==> config.mk <==
export PLATFORM = sky130hd
export DESIGN_NAME = moving_average_window
export DESIGN_NICKNAME = d
export VERILOG_FILES = /design/src/rtl/ma_pkg.sv /design/src/rtl/ma_sample_ram.sv /design/src/rtl/moving_average_window.sv
export SDC_FILE = /design/constraint.sdc
export NUM_CORES = 1
export LEC_CHECK = 0
export CORE_ASPECT_RATIO = 1.1
export CORE_MARGIN = 8
export CORE_UTILIZATION = 58
export CTS_BUF_LIST = sky130_fd_sc_hd__clkbuf_4
export CTS_CLUSTER_DIAMETER = 80
export DETAILED_ROUTE_END_ITERATION = 6
export PLACE_DENSITY = 0.78
export SLEW_MARGIN = 15
export SYNTH_ARGS = -nofsm -noshare
export SYNTH_HDL_FRONTEND = slang
export SYNTH_SLANG_ARGS = --single-unit
==> constraint.sdc <==
create_clock -name clk -period 4.4 [get_ports clk]
set_input_delay 0.66 -clock clk [delete_from_list [all_inputs] [get_ports clk]]
set_output_delay 0.66 -clock clk [all_outputs]
set_load 0.02 [all_outputs]
==> src/rtl/ma_pkg.sv <==
// Shared constants and sizing helper for the moving-average filter.
package ma_pkg;
  localparam int MODE_SLIDE = 0;
  localparam int MODE_BLOCK = 1;

  // N samples of WIDTH-bit signed data need LOG2_N extra bits of headroom.
  function automatic int sum_width(input int width, input int log2_n);
    return width + log2_n;
  endfunction
endpackage

==> src/rtl/ma_sample_ram.sv <==
// N x WIDTH circular sample store: one synchronous write, combinational read at the same address.
module ma_sample_ram #(
  parameter int WIDTH  = 16,
  parameter int LOG2_N = 5
) (
  input  logic              clk,
  input  logic              i_we,
  input  logic [LOG2_N-1:0] i_addr,
  input  logic [WIDTH-1:0]  i_wdata,
  output logic [WIDTH-1:0]  o_rdata
);
  logic [WIDTH-1:0] r_mem [2**LOG2_N];

  // Read returns the entry being overwritten this cycle (the sample leaving the window).
  assign o_rdata = r_mem[i_addr];

  always_ff @(posedge clk) begin
    if (i_we) r_mem[i_addr] <= i_wdata;
  end
endmodule

==> src/rtl/moving_average_window.sv <==
// Signed moving-average / block-average filter with optional non-negative sample counting.
module moving_average_window
  import ma_pkg::*;
#(
  parameter int WIDTH  = 16,
  parameter int LOG2_N = 5,
  parameter int MODE   = MODE_SLIDE
) (
  input  logic              clk,
  input  logic              rst,
  input  logic              clear,
  input  logic              sign_mode,
  input  logic              in_valid,
  input  logic [WIDTH-1:0]  data_in,
  output logic [WIDTH-1:0]  avg_out,
  output logic              avg_valid,
  output logic              full,
  output logic [LOG2_N:0]   fill_level
);
  localparam int SW = sum_width(WIDTH, LOG2_N);
  localparam logic [LOG2_N:0] N_FILL = {1'b1, {LOG2_N{1'b0}}};

  logic signed [SW-1:0] r_sum;
  logic [LOG2_N-1:0]    r_wr_ptr;
  logic [LOG2_N:0]      r_fill;
  logic                 r_sign_q;
  logic [WIDTH-1:0]     r_avg;
  logic                 r_vld;
  logic                 r_full;

  logic                 w_sign_eff;
  logic signed [SW-1:0] w_term;
  logic signed [SW-1:0] w_old;
  logic signed [SW-1:0] w_sum_nxt;
  logic [LOG2_N:0]      w_fill_inc;
  logic                 w_emit;
  logic [WIDTH-1:0]     w_res;
  logic [WIDTH-1:0]     w_rd;

  // An empty window takes the live sign_mode so the first sample already uses it.
  assign w_sign_eff = (r_fill == '0) ? sign_mode : r_sign_q;
  assign w_term     = w_sign_eff ? {{(SW-1){1'b0}}, ~data_in[WIDTH-1]}
                                 : {{(SW-WIDTH){data_in[WIDTH-1]}}, data_in};
  assign w_old      = (MODE == MODE_SLIDE && r_fill == N_FILL)
                      ? {{(SW-WIDTH){w_rd[WIDTH-1]}}, w_rd} : '0;
  assign w_sum_nxt  = r_sum + w_term - w_old;
  assign w_fill_inc = (r_fill == N_FILL) ? N_FILL : r_fill + 1'b1;
  assign w_emit     = in_valid && !clear && (w_fill_inc == N_FILL);
  // Top WIDTH bits of the sum are exactly sum >>> LOG2_N truncated (floor toward -inf).
  assign w_res      = w_sign_eff ? {{(WIDTH-LOG2_N-1){1'b0}}, w_sum_nxt[LOG2_N:0]}
                                 : w_sum_nxt[SW-1:LOG2_N];

  generate
    if (MODE == MODE_SLIDE) begin : g_ram
      ma_sample_ram #(.WIDTH(WIDTH), .LOG2_N(LOG2_N)) u_ram (
        .clk     (clk),
        .i_we    (in_valid && !clear),
        .i_addr  (r_wr_ptr),
        .i_wdata (w_term[WIDTH-1:0]),
        .o_rdata (w_rd)
      );
    end else begin : g_no_ram
      assign w_rd = '0;
    end
  endgenerate

  always_ff @(posedge clk or posedge rst) begin
    if (rst) begin
      r_sum    <= '0;
      r_wr_ptr <= '0;
      r_fill   <= '0;
      r_sign_q <= 1'b0;
      r_avg    <= '0;
      r_vld    <= 1'b0;
      r_full   <= 1'b0;
    end else begin
      r_vld <= 1'b0;
      if (r_fill == '0) r_sign_q <= sign_mode;
      if (clear) begin
        r_sum    <= '0;
        r_wr_ptr <= '0;
        r_fill   <= '0;
        r_full   <= 1'b0;
      end else begin
        if (MODE == MODE_BLOCK) r_full <= w_emit;
        if (in_valid) begin
          if (MODE == MODE_BLOCK && w_emit) begin
            r_sum  <= '0;
            r_fill <= '0;
          end else begin
            r_sum  <= w_sum_nxt;
            r_fill <= w_fill_inc;
          end
          if (MODE == MODE_SLIDE) begin
            r_wr_ptr <= r_wr_ptr + 1'b1;
            r_full   <= (w_fill_inc == N_FILL);
          end
          if (w_emit) begin
            r_vld <= 1'b1;
            r_avg <= w_res;
          end
        end
      end
    end
  end

  assign avg_out    = r_avg;
  assign avg_valid  = r_vld;
  assign full       = r_full;
  assign fill_level = r_fill;
endmodule

==> results of run 1 <==
## repair_timing
item | CTS | global route
setup endpoints to repair | 28 | 28
endpoints found under the hold margin | 0 | 0
pin swaps | 28 | 39
resized for setup | 77 | 70
setup buffers | 13 | 11
gates cloned | 0 | 0
## per-stage QoR
step	hold WS, ns	power, mW	setup slack, ns
2_1_floorplan	0.466	8.04	0.0312
3_3_place_gp	0.460	9.20	-0.470
3_5_place_dp	0.464	9.29	-0.553
4_1_cts	0.175	14.0	-0.218
5_1_grt	0.240	15.1	-0.400
6_report	0.238	14.4	-0.320
## placed cells by master, fill, tap and decap left out, drive strengths merged, types with 4 or more instances in the layout
cell type / n
inv: 90
fa: 20
xnor2: 15
nand4: 8
a22oi: 30
dfrtp: 51
nor3: 7
nand3: 9
nor2: 79
nand3b: 4
clkdlybuf4s50: 43
o21ai: 20
ha: 27
a21oi: 20
mux2i: 26
clkinv: 23
nor3b: 4
a31oi: 17
mux4: 124
edfxtp: 512
xor2: 14
bufinv: 5
and3: 5
a211oi: 8
o22ai: 5
clkbuf: 198
a21o: 12
a221oi: 15
buf: 188
a22o: 23
nand2: 43
## state kept, by name, summed over array words and instances (netlist names)
signal / flops
avg_out: 16
g_ram.u_ram.r_mem: 512
r_wr_ptr: 5
avg_valid: 1
fill_level: 6
r_sign_q: 1
full: 1
r_sum: 21
## metal layers
| layer | part of all wire [%] | track usage (%) | vias to the layer above | wire length [um] |
|---|---|---|---|---|
| met1 | 36 | 30.6 | 6978 | 21200 |
| met3 | 9.5 | 5.71 | 136 | 5490 |
| met5 | 0 | 0 | - | 0 |
| met2 | 50 | 41.0 | 799 | 29100 |
| li1 | - | - | 5810 | - |
| met4 | 3.9 | 13.9 | 0 | 2250 |
## where the power goes
part | switching (mW) | leakage [nW] | internal (mW)
clock network | 1.99 | 1.04 | 2.35
registers | 0.0508 | 5.35 | 6.03
logic | 2.10 | 3.65 | 1.91
## cell type report
cell class	count	area (um2)	share of cell area, %
antenna	1	2.50	0.00882
clock buffer	198	1490	5.24
clock inverter	33	272	0.956
inverter	87	327	1.15
multi-input combinational	575	6860	24.2
sequential	563	16700	58.7
tap	513	642	2.26
timing repair buffer	231	2140	7.52
## worst max path at each step
| stage | startpoint | end | slack (ns) |
|---|---|---|---|
| 6_report | r_wr_ptr[0] | avg_out[15] | -0.32 |
| 5_1_grt | r_wr_ptr[0] | avg_out[14] | -0.40 |
| 4_1_cts | r_wr_ptr[0] | avg_out[15] | -0.22 |
| 3_5_place_dp | r_wr_ptr[0] | r_sum[14] | -0.55 |
| 3_3_place_gp | r_wr_ptr[0] | r_sum[14] | -0.47 |
| 2_1_floorplan | r_wr_ptr[0] | r_sum[20] | 0.03 |
## worst register-to-register path, delay by kind of cell (launching register included)
kind,cells,cell delay [ns]
fa+ha+maj,3,0.89
buf+inv,4,0.51
simple gates,1,0.18
mux,1,0.44
compound gates,9,2.10
flops,1,0.51
## logic make-up (layout without fill, tap and decap cells)
group,Yosys count,after routing
flops,563,563
simple gates,176,176
compound gates,171,171
mux,152,152
buf+inv,151,549
fa+ha+maj,47,47
xor+xnor,29,29
other cells,0,1
==> reports/results.env, run 1 <==
TIMING.HOLD.WORST.CLASS='in -> async'
BUFFERS_ON_PORTS=44
ROWS=77
POST_SYNTH_XOR_AREA_FRACTION_PCT=1.09
DIEAREA_UM2=47000
SYNTH-SEQ-CELLS=563
CRIT_PATH_START_KIND='flop'
INITIAL_UTILIZATION_PCT=58.5
DRIVE_ABOVE_1_SHARE_PCT=37.6
FINAL_CRITICAL_PATH_REQUIRED_PERIOD_NS=4.72
GRT_ANTENNA_BEFORE_REPAIR=1
FIN_SETUP_TNS_NS=-3.67
TRITONCTS_NUM_SINKS=563
WORST_STAGE_DELAY_ON_THE_CRITICAL_PATH_NS=0.51
POSTLAYOUTSETUPSLACKWORST_NS=-0.320
CLOCK_ROOT_BUFFER='clkbuf_4'
SYNTH.LIB_CELLS_USED.DISTINCT=64
SYNTH.CELL_AREA_UM2=23400
MAXSLEWHEADROOM_PCT=21.6
SYNTH_TOP_FAMILY_BY_AREA='multiplexers'
POST-SYNTH-TOP-COUNT-CELL='edfxtp_1'
CRIT_PATH_CELL_TRACE='buf_12, buf_4, mux4_2, a22o_1, a221oi_2, buf_4, a31oi_4, ha_1, inv_1, ha_2, fa_2, a211oi_2, o21a_1, a21o_1, o22ai_2, a311o_1, and2_4, a221o_1'
PATH_CLK_SLEW_NS=0.07
FIN_CRIT_SH_PCT=107
VIOLATIONS='negative setup slack'
FILLER_CELL_COUNT=2341
R2R-END='avg_out[15]'
FINALNETCOUNT=1666
FIRST_GLOBAL_VIAS=14400
SYNTH_COMMON_CELLS='edfxtp_1 (512), mux4_2 (124), inv_1 (86)'
CLOCK-SKEW-FINAL_NS=0.0669
CTS_HOLD_BUFFERS=0
WORST_SETUP_PATH_END_KIND='flop'
ASYNCSETRESETFLOPFRACSYNTH_PCT=9.06
HPWLAFTERDP_UM=35900
CHIPWIDTH_UM=208
WORSTREGTOREGCELLS=18
WORST_SLEW_PIN_SLEW_NS=1.17
FLOW.AREA_GROWTH_FROM_SYNTHESIS_PCT=21.3
PLACE.DETAILED.INSTANCES=1949
MEAN_SYN_CELL_AREA_UM2=18.2
POST_SYNTH_MUX_AREA_SHARE_PCT=13.1
GP_CONGESTION=0.914
FIN_UTIL_PCT=71.0
DRT-TOTAL-WL_UM=58000
DPL_CELL_AREA_UM2=25700
DESIGN.CORE.AREA_UM2=40000
ANTENNA_LEFT=0
GR-USAGE-ALL-LAYERS_PCT=24.9
INITIAL_DETAILED_ROUTING_VIOLATION_COUNT=1312
DR.PASS1.ITERS=5
LAYOUT.CELL_AREA.NON_FILLER_UM2=28400
SYNTH_SIMPLE_GATE_AREA_SHARE_PCT=3.55
YOSYSSEQAREASHARE_PCT=71.2
LIBRARY_CELL_OCCUPYING_THE_MOST_AREA_IN_THE_POST_SYNTHESIS_NETLIST='edfxtp_1'
GRT_SETUP_UNREPAIRED='true'
SYNTH_TOP_AREA_SHARE_PCT=65.7
WORST_EP_ARRIVAL_TIME_NS=5.44
PWR_DENSITY_CELL_nW_PER_UM2=508
NUMBER_OF_SYNTHESIZED_FLOPS_WITH_AN_ENABLE_PIN=512
SYNTH.NET_COUNT=1357
YOSYS-TOP-CELLS-AREA='edfxtp_1 (66%), mux4_2 (12%), dfrtp_1 (5.5%)'
REPORT.FINAL.HOLD_VIOL_COUNT=0
TIMING.CRITICAL_PATH.SLOWEST_STAGE_CELL='dfrtp_4'
DIE_HEIGHT_UM=227
CRITICAL_PATH.TOP_DELAY_FAMILY='compound AO/OA/AOI/OAI gates'
GLOBAL_ROUTE_WIRE_LENGTH_BEFORE_REPAIR_UM=87000
TIMING.MAX_CAP.VIOLATIONS=0
GRT_MAX_DEGREE=40
VIASPERCELL=6.23
REG_TO_REG_SETUP_TIMING_SLACK_NS=-0.32
CTS-ROOT-TO-SINK-BUFFERS=3
CP_COMMON_CELL='buf_4'
CLOCK_LATENCY_NS=0.84
CLOCK_TREE.HTREE_LEVEL_COUNT=4
SYNTHADDERAREAFRAC_PCT=3.15
CTS_MADE_BUFFERS=140
SYNTH.YOSYS.WARNINGS=0
CTS_TREE='built'
CP.REQUIRED_NS=5.12
SETUP_VIOL=23
CRITPATHMAXFANOUT=4
TOP_LEVEL_PORTS=45
CP_NUM_BUF_INV=4
YS.FLOP_TYPE='edfxtp_1'
DRT_DRC_VIOLATIONS_LEFT=0
SLEW_VIOL_FINAL=0
VIA_COUNT=13700
SYN_INST=1289
WORSTSETUPPATHDEPTH=18
LAYOUTNONFILLERINSTCOUNT=2201
VDD.IR_DROP.WORST_uV=278
R2R_START='r_wr_ptr[0]'
CRIT_TYPE='reg -> reg'
ACHIEVABLE-FREQUENCY_MHz=212
GRT_OVERFLOW_TOTAL=0
OUTCOME='finished, violations left'
SYNTHESIZED_AREA_FRACTION_OCCUPIED_BY_AO_OA_AOI_AND_OAI_CELLS_PCT=5.37
LEAKAGEPOWER_nW=10.0
WL_PER_CELL_UM=26.3
(Power assumes the default switching activity.)
==> inputs of run 2 (changes only) <==
--- a/config.mk
+++ b/config.mk
@@ -10,6 +10,7 @@
 export CORE_UTILIZATION = 58
 export CTS_BUF_LIST = sky130_fd_sc_hd__clkbuf_4
 export CTS_CLUSTER_DIAMETER = 80
+export CTS_CLUSTER_SIZE = 20
 export DETAILED_ROUTE_END_ITERATION = 6
 export PLACE_DENSITY = 0.78
 export SLEW_MARGIN = 15
==> run 2 against run 1 <==
  * The run still ends with negative setup slack left
  * Critical path depth is 2 higher
  * Worst hold slack better by 0.059 ns
  * Clock skew is 0.010 ns lower
  * Non-clock buffer count rose by 12
  * Combinational power decreased by 2%
  * Final area decreased by 4.9%
  * Clock-buffer cell count decreased by 143
  * Via count shrank 4.6%
  * First-iteration DRC count up 4.7%
  * Utilization is 3.4 points lower
  * Critical path type unchanged
  * Largest power group unchanged
  * Highest routed layer unchanged
==> reports/results.env, run 2 (synthesis gave the netlist of run 1 again) <==
OUTCOME='finished, violations left'
VIOLATIONS='negative setup slack'
LEAKAGEPOWER_nW=9.30
CLOCK_ROOT_BUFFER='clkbuf_4'
GLOBAL_ROUTE_WIRE_LENGTH_BEFORE_REPAIR_UM=83500
ACHIEVABLE-FREQUENCY_MHz=211
CLOCK_TREE.HTREE_LEVEL_COUNT=2
WORST_EP_ARRIVAL_TIME_NS=5.40
VDD.IR_DROP.WORST_uV=270
VIASPERCELL=6.41
FILLER_CELL_COUNT=2469
WORST_SETUP_PATH_END_KIND='flop'
INITIAL_UTILIZATION_PCT=58.5
DRIVE_ABOVE_1_SHARE_PCT=32.2
CTS-ROOT-TO-SINK-BUFFERS=3
SETUP_VIOL=26
P_SEQ_SHARE_PCT=50.4
TOP_LEVEL_PORTS=45
SLEW_VIOL_FINAL=0
FINAL_CRITICAL_PATH_REQUIRED_PERIOD_NS=4.75
MOSTFREQUENTLAYOUTCELL='edfxtp_1'
HPWLAFTERDP_UM=35900
POWER.CLOCK.FRACTION_PCT=17.2
FINALNETCOUNT=1572
CRITPATHMAXFANOUT=8
TRITONCTS_NUM_SINKS=563
CRIT_TYPE='reg -> reg'
VIA_COUNT=13100
CRIT_PATH_START_KIND='flop'
CELLINTERNALPOWER_mW=8.48
DRT-TOTAL-WL_UM=56300
WORST_SLEW_PIN_SLEW_NS=1.18
DESIGN.CORE.AREA_UM2=40000
FIRST_GLOBAL_VIAS=13400
POSTLAYOUTSETUPSLACKWORST_NS=-0.346
PLACE.DETAILED.INSTANCES=1949
WL_PER_CELL_UM=27.6
DR.PASS1.ITERS=6
FIN_CRIT_SH_PCT=108
TIMING.HOLD.WORST.CLASS='in -> async'
NETSWITCHINGFRACTION_PCT=29.6
POWER.COMBINATIONAL.FRACTION_PCT=32.4
CHIPWIDTH_UM=208
REPORT.FINAL.HOLD_VIOL_COUNT=0
FLOW.AREA_GROWTH_FROM_SYNTHESIS_PCT=15.4
TOP_REGISTER='g_ram.u_ram.r_mem'
DIE_HEIGHT_UM=227
GRT_OVERFLOW_TOTAL=0
CTS_HOLD_BUFFERS=0
CP.REQUIRED_NS=5.05
P_SWITCHING_mW=3.57
LAYOUTNONFILLERINSTCOUNT=2042
GRT_MAX_DEGREE=40
PWR_DENSITY_CELL_nW_PER_UM2=446
DRT_DRC_VIOLATIONS_LEFT=0
CTS_MADE_BUFFERS=34
LARGEST_REGISTER_FF_COUNT=512
INITIAL_DETAILED_ROUTING_VIOLATION_COUNT=1374
CLOCK-SKEW-FINAL_NS=0.0565
POST_ROUTE_HOLD_SLACK_NS=0.297
GP_CONGESTION=0.914
BUFFERS_ON_PORTS=44
REG_TO_REG_SETUP_TIMING_SLACK_NS=-0.35
PATH_CLK_SLEW_NS=0.20
GR-USAGE-ALL-LAYERS_PCT=23.7
MAXSLEWHEADROOM_PCT=21.1
CLOCK_LATENCY_NS=0.76
LAYOUT.CELLS.MOST_COMMON_LIST='edfxtp_1 (512), buf_4 (174), mux4_2 (124)'
DIEAREA_UM2=47000
FIN_UTIL_PCT=67.6
ROWS=77
TIMING.MAX_CAP.VIOLATIONS=0
CTS_TREE='built'
GRT_SETUP_UNREPAIRED='true'
GRT_ANTENNA_BEFORE_REPAIR=1
ANTENNA_LEFT=0
-- run 2: routing by layer --
layer	wire, um	track usage, %	vias to the layer above
met4	2240	10.2	0
met2	28300	40.0	670
met5	0	0	-
met3	4870	4.34	122
li1	-	-	5507
met1	20900	30.2	6787
-- run 2: per-stage QoR --
stage | setup TNS, ns | cell area [um2] | total power [mW] | setup slack, ns
floorplan | 0 | 23500 | 8.04 | 0.0312
global placement | -7.66 | 25700 | 9.20 | -0.470
detailed placement | -9.34 | 25700 | 9.29 | -0.553
CTS | -1.32 | 26700 | 11.7 | -0.252
global route | -7.67 | 27000 | 12.6 | -0.420
finish | -4.69 | 27000 | 12.1 | -0.346
-- run 2: power by group through the flow --
stage	registers, mW	clock network (mW)	logic [mW]
after global routing	6.08	2.30	4.19
after CTS	6.07	2.11	3.54
after floorplan	6.17	0	1.88
final	6.08	2.08	3.91
after detailed placement	6.19	0	3.09
after global placement	6.19	0	3.01
-- run 2: worst max-delay path: stages, from the launching register on --
cell and delay, ns:
dfrtp_4 0.55, buf_12 0.15, buf_12 0.14, buf_12 0.14, buf_6 0.11, mux4_2 0.40, a22o_1 0.29, a221oi_2 0.23
buf_4 0.21, a31oi_4 0.10, fa_2 0.59, inv_2 0.05, ha_4 0.27, o211ai_1 0.08, o21a_1 0.23, a21o_1 0.19
o22ai_2 0.18, a311o_1 0.32, buf_4 0.15, nand4b_1 0.10, o211a_1 0.16
-- run 2: worst paths after layout --
kind                             start       endpoint  cells past startpoint
max                        r_wr_ptr[0]      r_sum[20]                     20
min                                rst     avg_out[8]                      2
max reg2reg                r_wr_ptr[0]      r_sum[20]                     20
min reg2reg                avg_out[14]    avg_out[14]                      2
max in group asynchronous          rst      r_sum[18]                      3
min in group clk              in_valid  fill_level[0]                      4
-- run 2: layout make-up --
| cell class | instances | area, um2 | area share (%) |
|---|---|---|---|
| clock buffers | 55 | 413 | 1.53 |
| inverters | 87 | 327 | 1.21 |
| repair buffers | 243 | 2190 | 8.10 |
| clock inverters | 5 | 27.5 | 0.102 |
| well taps | 513 | 642 | 2.38 |
| flip-flops and latches | 563 | 16700 | 61.7 |
| multi-input cells | 575 | 6750 | 25.0 |
| diodes | 1 | 2.50 | 0.00926 |
-- run 2: what timing repair did --
action | 4_1_cts | 5_1_grt
endpoints found under the setup margin | 28 | 30
setup buffers | 16 | 19
cloned | 0 | 0
pin swaps | 28 | 29
resized for setup | 78 | 43
